$ cat src/rtl/fml_dma_rd_pkg.sv
// Shared definitions for the FML read initiator.
//   state_e     : controller states (idle, request, data, wait-for-room)
//   BURST_LEN   : data beats per FML burst
//   BURST_BYTES : bytes covered by one burst
package fml_dma_rd_pkg;

  typedef enum logic [1:0] {
    StIdle,
    StReq,
    StData,
    StWait
  } state_e;

  localparam int unsigned BURST_LEN   = 4;
  localparam int unsigned BURST_BYTES = 16;

endpackage

$ cat src/rtl/fml_dma_rd_fifo.sv
// Synchronous word FIFO with registered storage; a word pushed in cycle C is visible at
// dout with valid=1 in cycle C+1 (no fall-through).
// Ports:
//   sys_clk, sys_rst : clock, synchronous active-high reset (empties the FIFO)
//   push, din        : write strobe and data
//   pop              : remove head word (ignored when empty)
//   dout, valid      : head word (0 when empty) and non-empty flag
//   level            : number of stored words
module fml_dma_rd_fifo #(
  parameter int unsigned fifo_depth = 16
) (
  input  logic                          sys_clk,
  input  logic                          sys_rst,
  input  logic                          push,
  input  logic [31:0]                   din,
  input  logic                          pop,
  output logic [31:0]                   dout,
  output logic                          valid,
  output logic [$clog2(fifo_depth):0]   level
);

  localparam int unsigned AddrW  = $clog2(fifo_depth);
  localparam int unsigned LevelW = AddrW + 1;

  logic [31:0]       mem_q [fifo_depth];
  logic [AddrW-1:0]  wr_ptr_q, rd_ptr_q;
  logic [LevelW-1:0] level_q, level_d;
  logic              do_push, do_pop;

  assign do_pop  = pop & (level_q != '0);
  assign do_push = push & (level_q != LevelW'(fifo_depth));

  always_ff @(posedge sys_clk) begin
    if (do_push) begin
      mem_q[wr_ptr_q] <= din;
    end
  end

  always_comb begin
    level_d = level_q;
    if (do_push && !do_pop) begin
      level_d = level_q + LevelW'(1);
    end else if (do_pop && !do_push) begin
      level_d = level_q - LevelW'(1);
    end
  end

  // Pointers wrap naturally because fifo_depth is a power of two.
  always_ff @(posedge sys_clk) begin
    if (sys_rst) begin
      wr_ptr_q <= '0;
      rd_ptr_q <= '0;
      level_q  <= '0;
    end else begin
      if (do_push) wr_ptr_q <= wr_ptr_q + AddrW'(1);
      if (do_pop)  rd_ptr_q <= rd_ptr_q + AddrW'(1);
      level_q <= level_d;
    end
  end

  assign valid = (level_q != '0);
  assign dout  = valid ? mem_q[rd_ptr_q] : 32'h0;
  assign level = level_q;

endmodule

$ cat src/rtl/fml_dma_rd.sv
// FML read initiator: reads nbursts consecutive 16-byte bursts starting at base_adr and
// streams the 32-bit words out over a valid/ready interface through an internal FIFO.
// A burst is requested only when the FIFO can absorb all of its beats.
// Optional feature: define FML_DMA_RD_LOOP_EN to restart the transfer from the latched base
// after the last burst, pulsing done each pass, until abort.
// Ports:
//   sys_clk, sys_rst        : clock, synchronous active-high reset
//   start, abort            : start pulse (ignored while busy), abort level (burst boundary)
//   base_adr, nbursts       : start byte address (bits [3:0] ignored), burst count
//   busy, done              : transfer active, one-cycle completion/abort pulse
//   fml_adr/stb/we/sel/ack  : FML request side
//   fml_di                  : FML read data
//   st_data/st_valid/st_ready : output stream
module fml_dma_rd
  import fml_dma_rd_pkg::*;
#(
  parameter int unsigned sdram_depth = 26,
  parameter int unsigned nburst_w    = 20,
  parameter int unsigned fifo_depth  = 16
) (
  input  logic                   sys_clk,
  input  logic                   sys_rst,
  input  logic                   start,
  input  logic                   abort,
  input  logic [sdram_depth-1:0] base_adr,
  input  logic [nburst_w-1:0]    nbursts,
  output logic                   busy,
  output logic                   done,
  output logic [sdram_depth-1:0] fml_adr,
  output logic                   fml_stb,
  output logic                   fml_we,
  output logic [3:0]             fml_sel,
  input  logic                   fml_ack,
  input  logic [31:0]            fml_di,
  output logic [31:0]            st_data,
  output logic                   st_valid,
  input  logic                   st_ready
);

  state_e                   state_q, state_d;
  logic [sdram_depth-1:0]   cur_adr_q, cur_adr_d;
  logic [nburst_w-1:0]      remaining_q, remaining_d;
  logic [1:0]               beat_q, beat_d;
  logic                     done_q, done_d;
  logic                     push;
  logic                     room;
  logic [$clog2(fifo_depth):0] fifo_level;
  logic [sdram_depth-1:0]   aligned_base;
  logic                     unused_base_lsbs;

  assign aligned_base     = {base_adr[sdram_depth-1:4], 4'h0};
  assign unused_base_lsbs = ^base_adr[3:0];

  // Room for a whole burst must exist before the request goes out; this is what makes
  // FIFO overflow impossible.
  assign room = (32'(fifo_level) <= fifo_depth - BURST_LEN);

`ifdef FML_DMA_RD_LOOP_EN
  logic [sdram_depth-1:0] base_q, base_d;
  logic [nburst_w-1:0]    nb_q, nb_d;
`endif

  always_comb begin
    state_d     = state_q;
    cur_adr_d   = cur_adr_q;
    remaining_d = remaining_q;
    beat_d      = beat_q;
    done_d      = 1'b0;
    push        = 1'b0;
`ifdef FML_DMA_RD_LOOP_EN
    base_d      = base_q;
    nb_d        = nb_q;
`endif
    unique case (state_q)
      StIdle: begin
        if (start) begin
          if (nbursts == '0) begin
            done_d = 1'b1;
          end else begin
            cur_adr_d   = aligned_base;
            remaining_d = nbursts;
`ifdef FML_DMA_RD_LOOP_EN
            base_d      = aligned_base;
            nb_d        = nbursts;
`endif
            state_d     = StWait;
          end
        end
      end
      StWait: begin
        if (abort) begin
          state_d = StIdle;
          done_d  = 1'b1;
        end else if (room) begin
          state_d = StReq;
        end
      end
      StReq: begin
        // Strobe is held until ack regardless of abort.
        if (fml_ack) begin
          beat_d  = 2'd0;
          state_d = StData;
        end
      end
      StData: begin
        push   = 1'b1;
        beat_d = beat_q + 2'd1;
        if (beat_q == 2'(BURST_LEN - 1)) begin
          cur_adr_d   = cur_adr_q + sdram_depth'(BURST_BYTES);
          remaining_d = remaining_q - nburst_w'(1);
          if (remaining_q == nburst_w'(1)) begin
            done_d = 1'b1;
`ifdef FML_DMA_RD_LOOP_EN
            cur_adr_d   = base_q;
            remaining_d = nb_q;
            state_d     = StWait;
`else
            state_d     = StIdle;
`endif
          end else begin
            state_d = StWait;
          end
        end
      end
      default: state_d = StIdle;
    endcase
  end

  always_ff @(posedge sys_clk) begin
    if (sys_rst) begin
      state_q     <= StIdle;
      cur_adr_q   <= '0;
      remaining_q <= '0;
      beat_q      <= 2'd0;
      done_q      <= 1'b0;
`ifdef FML_DMA_RD_LOOP_EN
      base_q      <= '0;
      nb_q        <= '0;
`endif
    end else begin
      state_q     <= state_d;
      cur_adr_q   <= cur_adr_d;
      remaining_q <= remaining_d;
      beat_q      <= beat_d;
      done_q      <= done_d;
`ifdef FML_DMA_RD_LOOP_EN
      base_q      <= base_d;
      nb_q        <= nb_d;
`endif
    end
  end

  assign busy    = (state_q != StIdle);
  assign done    = done_q;
  assign fml_stb = (state_q == StReq);
  assign fml_adr = cur_adr_q;
  assign fml_we  = 1'b0;
  assign fml_sel = 4'hf;

  fml_dma_rd_fifo #(
    .fifo_depth (fifo_depth)
  ) u_fifo (
    .sys_clk (sys_clk),
    .sys_rst (sys_rst),
    .push    (push),
    .din     (fml_di),
    .pop     (st_ready),
    .dout    (st_data),
    .valid   (st_valid),
    .level   (fifo_level)
  );

endmodule
$ cat config.mk
export PLATFORM = sky130hd
export DESIGN_NAME = fml_dma_rd
export DESIGN_NICKNAME = d
export VERILOG_FILES = /design/src/rtl/fml_dma_rd_pkg.sv /design/src/rtl/fml_dma_rd_fifo.sv /design/src/rtl/fml_dma_rd.sv
export SDC_FILE = /design/constraint.sdc
export NUM_CORES = 1
export LEC_CHECK = 0
export BUFFER_PORTS_ARGS = -buffer_cell sky130_fd_sc_hd__buf_2
export CAP_MARGIN = 0
export CORE_MARGIN = 4
export CORE_UTILIZATION = 30
export DETAILED_ROUTE_END_ITERATION = 16
export GPL_ROUTABILITY_DRIVEN = 1
export GPL_TIMING_DRIVEN = 0
export PLACE_DENSITY = 0.54
export SLEW_MARGIN = 20
export SYNTH_ARGS = -nofsm -noshare
export SYNTH_HDL_FRONTEND = slang
export SYNTH_HIERARCHICAL = 1
export SYNTH_SLANG_ARGS = --single-unit
$ cat constraint.sdc
create_clock -name sys_clk -period 4.36 [get_ports sys_clk]
set_input_delay 0.436 -clock sys_clk [delete_from_list [all_inputs] [get_ports sys_clk]]
set_output_delay 0.436 -clock sys_clk [all_outputs]
set_load 0.05 [all_outputs]
==> metrics.yaml, run 1 <==
run_status:
  outcome: "complete, no violations"
floorplanning:
  rows: 102
  die_x_um: 288
  initial_core_util: 0.303
  ios: 151
  die-area_um2: 82800
  fp.coreArea_um2: 77500
  die_h_um: 288
layout:
  final_util: 0.363
  nNetsFinal: 1659
  area_growth_syn_to_layout_pct: 19.7
  fillCellCount: 7305
  layout.cells.non_filler: 2652
  layout-drive-gt1-share: 0.305
drt:
  wire_per_inst_um: 23.2
  firstDrtPassIters: 6
  vias_per_cell: 5.04
  vias: 13400
  final_antenna_net_count: 0
  drt_iter0_markers: 908
  drc: 0
  wirelength_um: 61600
min_path:
  holdCritPathClass: "primary input to flip-flop"
  hold-path-cell-count: 3
flow_run:
  drv_cap: 0
synth:
  ys.warnings.count: 6
  async_reset_ff_frac: 0
  synth_top_cells_by_count: "512 x edfxtp_1, 128 x mux4_2, 64 x dfxtp_1"
  synth_edf_count: 512
  synthesis.area_um2: 23500
  synth_top_area_share: 0.655
  synth-seq-cells: 576
  ys_seq_area_frac: 0.709
  ys_types: 68
  yosysTopAreaCell: "edfxtp_1"
  ys_top_cells_by_area: "edfxtp_1 65%, mux4_2 12%, dfxtp_1 5.5%"
  synth_most_common_cell: "edfxtp_1"
  synth.avg_cell_area_um2: 17.8
  synthFlopType: "edfxtp_1"
  synthCells: 1322
clock_tree:
  cts_tree: "yes"
  cts.sinks: 576
  root_buffer: "clkbuf_16"
  cts_max_path_buffers: 3
  post_cts_buffers: 0
  h-tree-depth: 2
  clk_latency_ps: 630
  clk_pin_slew_ps: 60
  numCtsBuffers: 59
  cts_resized: 1
  hold_buffers: 0
global_routing:
  use_met3: 0.0270
  gr-usage-met1: 0.193
  grt_use_total: 0.147
  grt_overflow: 0
  grt_max_degree: 19
  grt_pass1_vias: 13900
  antenna_found_initial: 6
  gr-max-usage-layer: "met2"
  grtUsageMet2: 0.255
  grt_pass1_wl_um: 90800
sta:
  period_needed_ps: 4200
  slew-limit-headroom: 0.296
  setup_tns_ps: 0
  finalCritPeriodShare: 0.964
  worst_slack_ps: 156
  fin_skew_ps: 35.7
  rsz0062_at_grt: "no"
  setup_violations: 0
  hold_violations: 0
  tightest_slew_ps: 1060
  final_max_slew_viol_count: 0
  max_freq_mhz: 238
placed_design:
  io_buffers: 136
  placed_cells: 2540
  pre_cts_ws_ps: 520
  place.detailed.hpwl_um: 40700
  globalplace.congestion: 0.825
setup_path:
  start_kind: "flip-flop"
  reg2regPathDepth: 11
  critPathKind: "flip-flop to output port"
  path_max_fanout: 10
  worstPathRequired_ps: 3920
  worstPathArrival_ps: 3770
  end_kind: "output port"
power_and_ir_drop:
  power_leakage_nw: 9.10
  powerDensity_nw_per_um2: 544
  p_total_mw: 15.3
  vdd_ir_drop_max_mv: 0.333
-- cell families (layout without fill, tap and decap cells) --
kind of cell / count (synthesis) / count (layout) / synth area share
DFF: 576 / 576 / 0.709
and+or+nand+nor: 236 / 236 / 0.0536
AOI/OAI and AO/OA: 205 / 205 / 0.0620
muxes: 167 / 167 / 0.141
buffers and inverters: 114 / 394 / 0.0226
adders and majority gates: 14 / 14 / 0.00778
xor gates and xnor gates: 8 / 8 / 0.00298
other: 2 / 12 / 0.000320
-- cell type report --
cell class / instances / area (um^2) / area share
Timing Repair Buffer: 171 / 1190 / 0.0425
Clock buffer: 73 / 1530 / 0.0544
Tap cell: 1040 / 1300 / 0.0463
Sequential cell: 576 / 16700 / 0.592
Multi-Input combinational cell: 639 / 6430 / 0.229
Inverter: 19 / 71.3 / 0.00254
Clock inverter: 36 / 462 / 0.0164
Antenna cell: 3 / 7.51 / 0.000267
Buffer: 95 / 465 / 0.0166
-- metal layers --
metal	wire length, um	share of wire	up-vias
li1	-	-	5832
met1	25800	0.42	6989
met2	30800	0.50	456
met3	3920	0.064	91
met4	1070	0.017	4
met5	21	0.00034	-
-- worst max-delay path: stages (launching register included) --
cell and delay [ps]:
dfxtp_1 400, clkbuf_1 560, buf_1 850, mux4_2 410
mux2_2 290, a221o_2 400, buf_2 230
-- placed cells by master (no fill, tap or decap), types with 12 or more instances in the layout --
cell       netlist  routed
inv_1           18      18
nor2_1          60      48
buf_4           10      23
a211oi_1        17      17
clkbuf_16        0      59
edfxtp_1       512     512
clkbuf_1        54      66
nor2_4           0      12
mux2_2          34      34
mux4_2         128     128
nor4_1          15      15
nand3_1         13      13
nor2b_1         25      25
nand2_1         52      52
dfxtp_1         64      64
a221o_1         30      30
a21oi_1         52      52
o21ai_0         37      37
ha_1            13      13
and2b_1         13      13
buf_6            5      12
buf_2           23     158
-- power by group --
group / total, mW / internal, mW / leakage (nW) / switching (mW)
Sequential: 6.31 / 6.19 / 5.14 / 0.123
Clock: 5.16 / 3.03 / 0.958 / 2.13
Combinational: 3.83 / 1.41 / 3.00 / 2.42
Total: 15.3 / 10.6 / 9.10 / 4.68
-- registers in the layout, indices dropped and copies added, names as in the netlist, named ones only --
register	count
remaining_q	20
fml_adr	22
done	1
u_fifo/wr_ptr_q	4
u_fifo/mem_q	512
u_fifo/rd_ptr_q	4
u_fifo/level	5
state_q	2
beat_q	2
-- final timing paths --
path	from	to	slack, ps
worst min register to register	remaining_q[10]$_SDFFE_PP0P_	remaining_q[10]$_SDFFE_PP0P_	470
worst max register to register	state_q[0]$_SDFFE_PP0P_	u_fifo/mem_q[2][15]$_DFFE_PP_	600
worst max-delay path	flip-flop	st_data[31]	160
worst min-delay path	base_adr[5]	fml_adr[5]$_SDFFE_PP0P_	100
-- per-stage QoR --
stage	cell area [um^2]	hold WS, ps
finish	28100	97.0
detailed placement	26100	469
CTS	28100	64.5
floorplan	23500	445
global route	28100	80.5
global placement	25500	464
(Power assumes the default switching activity.)
==> run 2, diff against run 1 <==
Settings changed: SYNTH_HIERARCHICAL 1 to not set.
==> metrics.yaml, run 2 <==
floorplanning:
  rows: 101
  initial_core_util: 0.305
  fp.coreArea_um2: 76300
  die_h_um: 286
  die_x_um: 286
  ios: 151
  die-area_um2: 82000
clock_tree:
  numCtsBuffers: 59
  cts_max_path_buffers: 3
  clk_pin_slew_ps: 60
  h-tree-depth: 2
  cts_tree: "yes"
  cts_resized: 0
  cts.sinks: 576
  clk_latency_ps: 640
  hold_buffers: 0
  post_cts_buffers: 0
  root_buffer: "clkbuf_16"
layout:
  layout_common_cells: "512 x edfxtp_1, 160 x mux4_2, 149 x buf_2, 64 x nand2_1, 64 x dfxtp_1"
  layout.cells.non_filler: 2596
  area_growth_syn_to_layout_pct: 20.3
  nNetsFinal: 1612
  regMostFlops: "u_fifo.mem_q"
  final_util: 0.366
  layout-drive-gt1-share: 0.306
  final_common_cell: "edfxtp_1"
  largest_register_ffs: 512
setup_path:
  slowest_delay_ps: 760
  worstPathArrival_ps: 3780
  end_kind: "output port"
  critical_path.cell_chain: "clkbuf_1 -> clkbuf_1 -> mux4_2 -> mux4_2 -> and2_1 -> buf_2"
  rrSetupSlack_ps: 950
  worstPathRequired_ps: 3920
  slowest_stage: "clkbuf_1"
  start_kind: "flip-flop"
  critPathKind: "flip-flop to output port"
  path_max_fanout: 10
power_and_ir_drop:
  powerDensity_nw_per_um2: 585
  p_total_mw: 16.4
  power_leakage_nw: 8.94
  p_switching_mw: 5.55
  clockPowerShare: 0.298
  netSwitchingFraction: 0.340
  vdd_ir_drop_max_mv: 0.545
  seqPwrFrac: 0.391
  intPower_mw: 10.8
  comb_power_share: 0.311
synth:
  synthesis.area_um2: 23300
  synth_top_area_share: 0.661
  synthCells: 1266
  synthFlopType: "edfxtp_1"
  ys_types: 59
  synth_most_common_cell: "edfxtp_1"
  synth.avg_cell_area_um2: 18.4
  ys_seq_area_frac: 0.716
  async_reset_ff_frac: 0
  yosysTopAreaCell: "edfxtp_1"
  synth_edf_count: 512
  ys_top_cells_by_area: "edfxtp_1 66%, mux4_2 15%, dfxtp_1 5.5%"
  synth-seq-cells: 576
  ys.warnings.count: 0
  synth_top_cells_by_count: "512 x edfxtp_1, 160 x mux4_2, 64 x dfxtp_1, 64 x nand2_1, 59 x a21oi_1"
min_path:
  holdCritPathClass: "primary input to flip-flop"
placed_design:
  placed_cells: 2483
  pre_cts_ws_ps: 717
  globalplace.congestion: 0.867
  io_buffers: 137
  place.detailed.hpwl_um: 40200
drt:
  vias_per_cell: 4.99
  wirelength_um: 60000
  drt_iter0_markers: 1200
  final_antenna_net_count: 0
  wire_per_inst_um: 23.1
  vias: 13000
  firstDrtPassIters: 5
  drc: 0
global_routing:
  antenna_found_initial: 11
  grt_pass1_wl_um: 88800
  grt_pass1_vias: 13400
  grt_overflow: 0
  grt_max_degree: 19
  grt_use_total: 0.145
sta:
  rsz0062_at_grt: "no"
  finalCritPeriodShare: 0.966
  max_freq_mhz: 237
  period_needed_ps: 4210
  final_max_slew_viol_count: 0
  fin_skew_ps: 27.9
  tightest_slew_ps: 1060
  slew-limit-headroom: 0.290
  hold_violations: 0
  worst_slack_ps: 148
  setup_violations: 0
  whs_ps: 93.7
run_status:
  outcome: "complete, no violations"
flow_run:
  drv_cap: 0
==> run 2: cell count changes after synthesis, sizes merged, moves of 13 or more <==
cell / previous run / this run
mux2: 34 / 1
and2: 5 / 34
mux4: 128 / 160
and2b: 13 / 0
a221o: 32 / 0
nor2b: 26 / 2
==> run 2: worst max-delay path, delay by kind of cell (launching register included) <==
family | cells | cell delay [ps]
AND/OR/NAND/NOR | 1 | 230
multiplexers | 2 | 880
buffers and inverters | 3 | 1720
flip-flops | 1 | 330
==> run 2: kinds of logic (layout without fill, tap and decap cells) <==
kind of cell	after synthesis	after routing	share of synthesized area
XOR/XNOR	9	9	0.00339
AO/OA/AOI/OAI	164	164	0.0448
buffers and inverters	98	387	0.0182
other	2	13	0.000323
multiplexers	165	165	0.157
flip-flops	576	576	0.716
adder cells (fa/ha/maj)	14	14	0.00786
AND/OR/NAND/NOR	238	238	0.0519
==> run 2: final cells by class <==
| cell class | count | area (um^2) |
|---|---|---|
| Clock inverter | 42 | 372 |
| Multi-Input combinational cell | 599 | 6310 |
| Fill cell | 7190 | 48400 |
| Tap cell | 1030 | 1290 |
| Buffer | 84 | 378 |
| Inverter | 14 | 52.6 |
| Antenna cell | 4 | 10.0 |
| Sequential cell | 576 | 16700 |
| Clock buffer | 67 | 1510 |
| Timing Repair Buffer | 180 | 1400 |
==> run 2: metrics by stage <==
step | TNS (ps) | area [um^2]
floorplan | 0 | 23300
global placement | -711750 | 25300
detailed placement | 0 | 26100
CTS | 0 | 28000
global route | 0 | 28000
finish | 0 | 28000
==> run 2: worst paths after layout <==
kind,to,cells past startpoint,startpoint
worst max-delay path,st_data[2],6,flip-flop
worst min-delay path,fml_adr[4]$_SDFFE_PP0P_,3,base_adr[4]
worst max register to register,u_fifo.mem_q[3][5]$_DFFE_PP_,7,state_q[0]$_SDFFE_PP0P_
worst min register to register,remaining_q[13]$_SDFFE_PP0P_,2,remaining_q[13]$_SDFFE_PP0P_
==> run 2: routing by layer <==
layer,vias to the layer above,track usage,part of all wire
li1,5655,-,-
met1,6793,0.192,0.42
met2,420,0.245,0.49
met3,87,0.0322,0.069
met4,6,0.0344,0.021
met5,-,0,0.00045
==> run 2: power by group through the flow <==
stage	sequential [mW]	combinational, mW	clock, mW
floorplan	6.62	3.50	0
global placement	6.52	5.07	0
detailed placement	6.51	5.15	0
CTS	6.40	5.16	5.00
global route	6.42	5.46	5.24
finish	6.40	5.08	4.87
==> run 3, diff against run 2 <==
Settings changed: PLACE_DENSITY 0.54 to 0.47.
==> metrics.yaml, run 3 (synthesized netlist as in run 2, its figures left out) <==
sta:
  final_max_slew_viol_count: 0
  hold_violations: 0
  setup_tns_ps: 0
  whs_ps: 104
  setup_violations: 0
  slew-limit-headroom: 0.197
  period_needed_ps: 4230
  tightest_slew_ps: 1210
  max_freq_mhz: 237
  finalCritPeriodShare: 0.970
  rsz0062_at_grt: "no"
  fin_skew_ps: 19.1
power_and_ir_drop:
  power_leakage_nw: 9.12
  vdd_ir_drop_max_mv: 0.686
  powerDensity_nw_per_um2: 598
clock_tree:
  clk_latency_ps: 600
  cts.sinks: 576
  clk_pin_slew_ps: 60
  numCtsBuffers: 67
  root_buffer: "clkbuf_16"
  h-tree-depth: 3
  cts_tree: "yes"
  cts_max_path_buffers: 3
  post_cts_buffers: 0
setup_path:
  end_kind: "output port"
  worstPathRequired_ps: 3920
  critPathKind: "flip-flop to output port"
  worstPathArrival_ps: 3790
  critical_path.cell_chain: "clkbuf_1 -> clkbuf_1 -> mux4_2 -> mux4_2 -> and2_1 -> buf_2"
  slowest_delay_ps: 840
  path_max_fanout: 10
  start_kind: "flip-flop"
  rrSetupSlack_ps: 970
  slowest_stage: "clkbuf_1"
drt:
  wirelength_um: 63600
  wire_per_inst_um: 24.4
  vias: 13100
  final_antenna_net_count: 0
  drt_iter0_markers: 1292
  drc: 0
  vias_per_cell: 5.02
  firstDrtPassIters: 5
floorplanning:
  initial_core_util: 0.305
  die-area_um2: 82000
  ios: 151
  rows: 101
  fp.coreArea_um2: 76300
  die_h_um: 286
  die_x_um: 286
layout:
  largest_register_ffs: 512
  layout_common_cells: "512 x edfxtp_1, 160 x mux4_2, 149 x buf_2, 69 x clkbuf_16, 65 x clkbuf_1"
  fillCellCount: 7142
  regMostFlops: "u_fifo.mem_q"
  final_util: 0.370
  nNetsFinal: 1622
  area_growth_syn_to_layout_pct: 21.6
  final_common_cell: "edfxtp_1"
  layout-drive-gt1-share: 0.312
  stdcell_area_um2: 28300
run_status:
  outcome: "complete, no violations"
global_routing:
  grt_pass1_vias: 13600
  grt_max_degree: 17
  grt_use_total: 0.154
  grt_overflow: 0
  grt_pass1_wl_um: 92900
  antenna_found_initial: 4
placed_design:
  dpl-instance-area_um2: 26200
  place.detailed.hpwl_um: 42700
  io_buffers: 137
  globalplace.congestion: 0.837
flow_run:
  drv_cap: 0
min_path:
  holdCritPathClass: "primary input to flip-flop"
-- run 3: path summary, 6_finish.rpt --
path,start,end,depth (start not counted)
setup / recovery,flip-flop,st_data[29],6
hold / removal,base_adr[5],fml_adr[5]$_SDFFE_PP0P_,3
setup reg to reg,state_q[0]$_SDFFE_PP0P_,u_fifo.mem_q[0][16]$_DFFE_PP_,7
hold reg to reg,remaining_q[13]$_SDFFE_PP0P_,remaining_q[13]$_SDFFE_PP0P_,2
-- run 3: worst max-delay path: cells and delay by family, from the launching register on --
family,cells,cell delay (ps)
multiplexers,2,920
buffers and inverters,3,1670
flip-flops,1,360
AND/OR/NAND/NOR,1,250
-- run 3: repair_timing --
action | in CTS | in global routing
hold buffers | 0 | 0
resized for setup | 0 | 2
endpoints found under the setup margin | 0 | 1
endpoints found under the hold margin | 0 | 0
-- run 3: routing by layer --
| layer | GRT usage | vias to the layer above | part of all wire |
|---|---|---|---|
| met2 | 0.255 | 400 | 0.49 |
| met3 | 0.0315 | 95 | 0.059 |
| li1 | - | 5690 | - |
| met5 | 0 | - | 0.00064 |
| met1 | 0.208 | 6866 | 0.43 |
| met4 | 0.0401 | 6 | 0.019 |
-- run 3: where the power goes --
| part | leakage (nW) | internal [mW] | switching (mW) |
|---|---|---|---|
| Clock | 1.02 | 3.14 | 2.23 |
| Combinational | 2.97 | 1.83 | 3.29 |
| Sequential | 5.13 | 6.24 | 0.161 |
| Total | 9.12 | 11.2 | 5.68 |
-- run 3: area by class of cell --
| class | count | area (um^2) | area share |
|---|---|---|---|
| Tap cell | 1030 | 1290 | 0.0456 |
| Buffer | 84 | 383 | 0.0135 |
| Clock inverter | 34 | 298 | 0.0105 |
| Inverter | 14 | 52.6 | 0.00186 |
| Timing Repair Buffer | 182 | 1510 | 0.0533 |
| Clock buffer | 82 | 1780 | 0.0628 |
| Sequential cell | 576 | 16700 | 0.589 |
| Antenna cell | 1 | 2.50 | 0.0000885 |
| Multi-Input combinational cell | 599 | 6310 | 0.223 |
-- run 3: metrics by stage --
| stage | total power [mW] | worst slack, ps | instances |
|---|---|---|---|
| floorplan | 10.1 | 413 | 1273 |
| global placement | 11.6 | -3530 | 2440 |
| detailed placement | 11.7 | 703 | 2485 |
| CTS | 17.1 | 55.7 | 2601 |
| global route | 17.7 | 39.2 | 2601 |
| finish | 16.9 | 133 | 2602 |
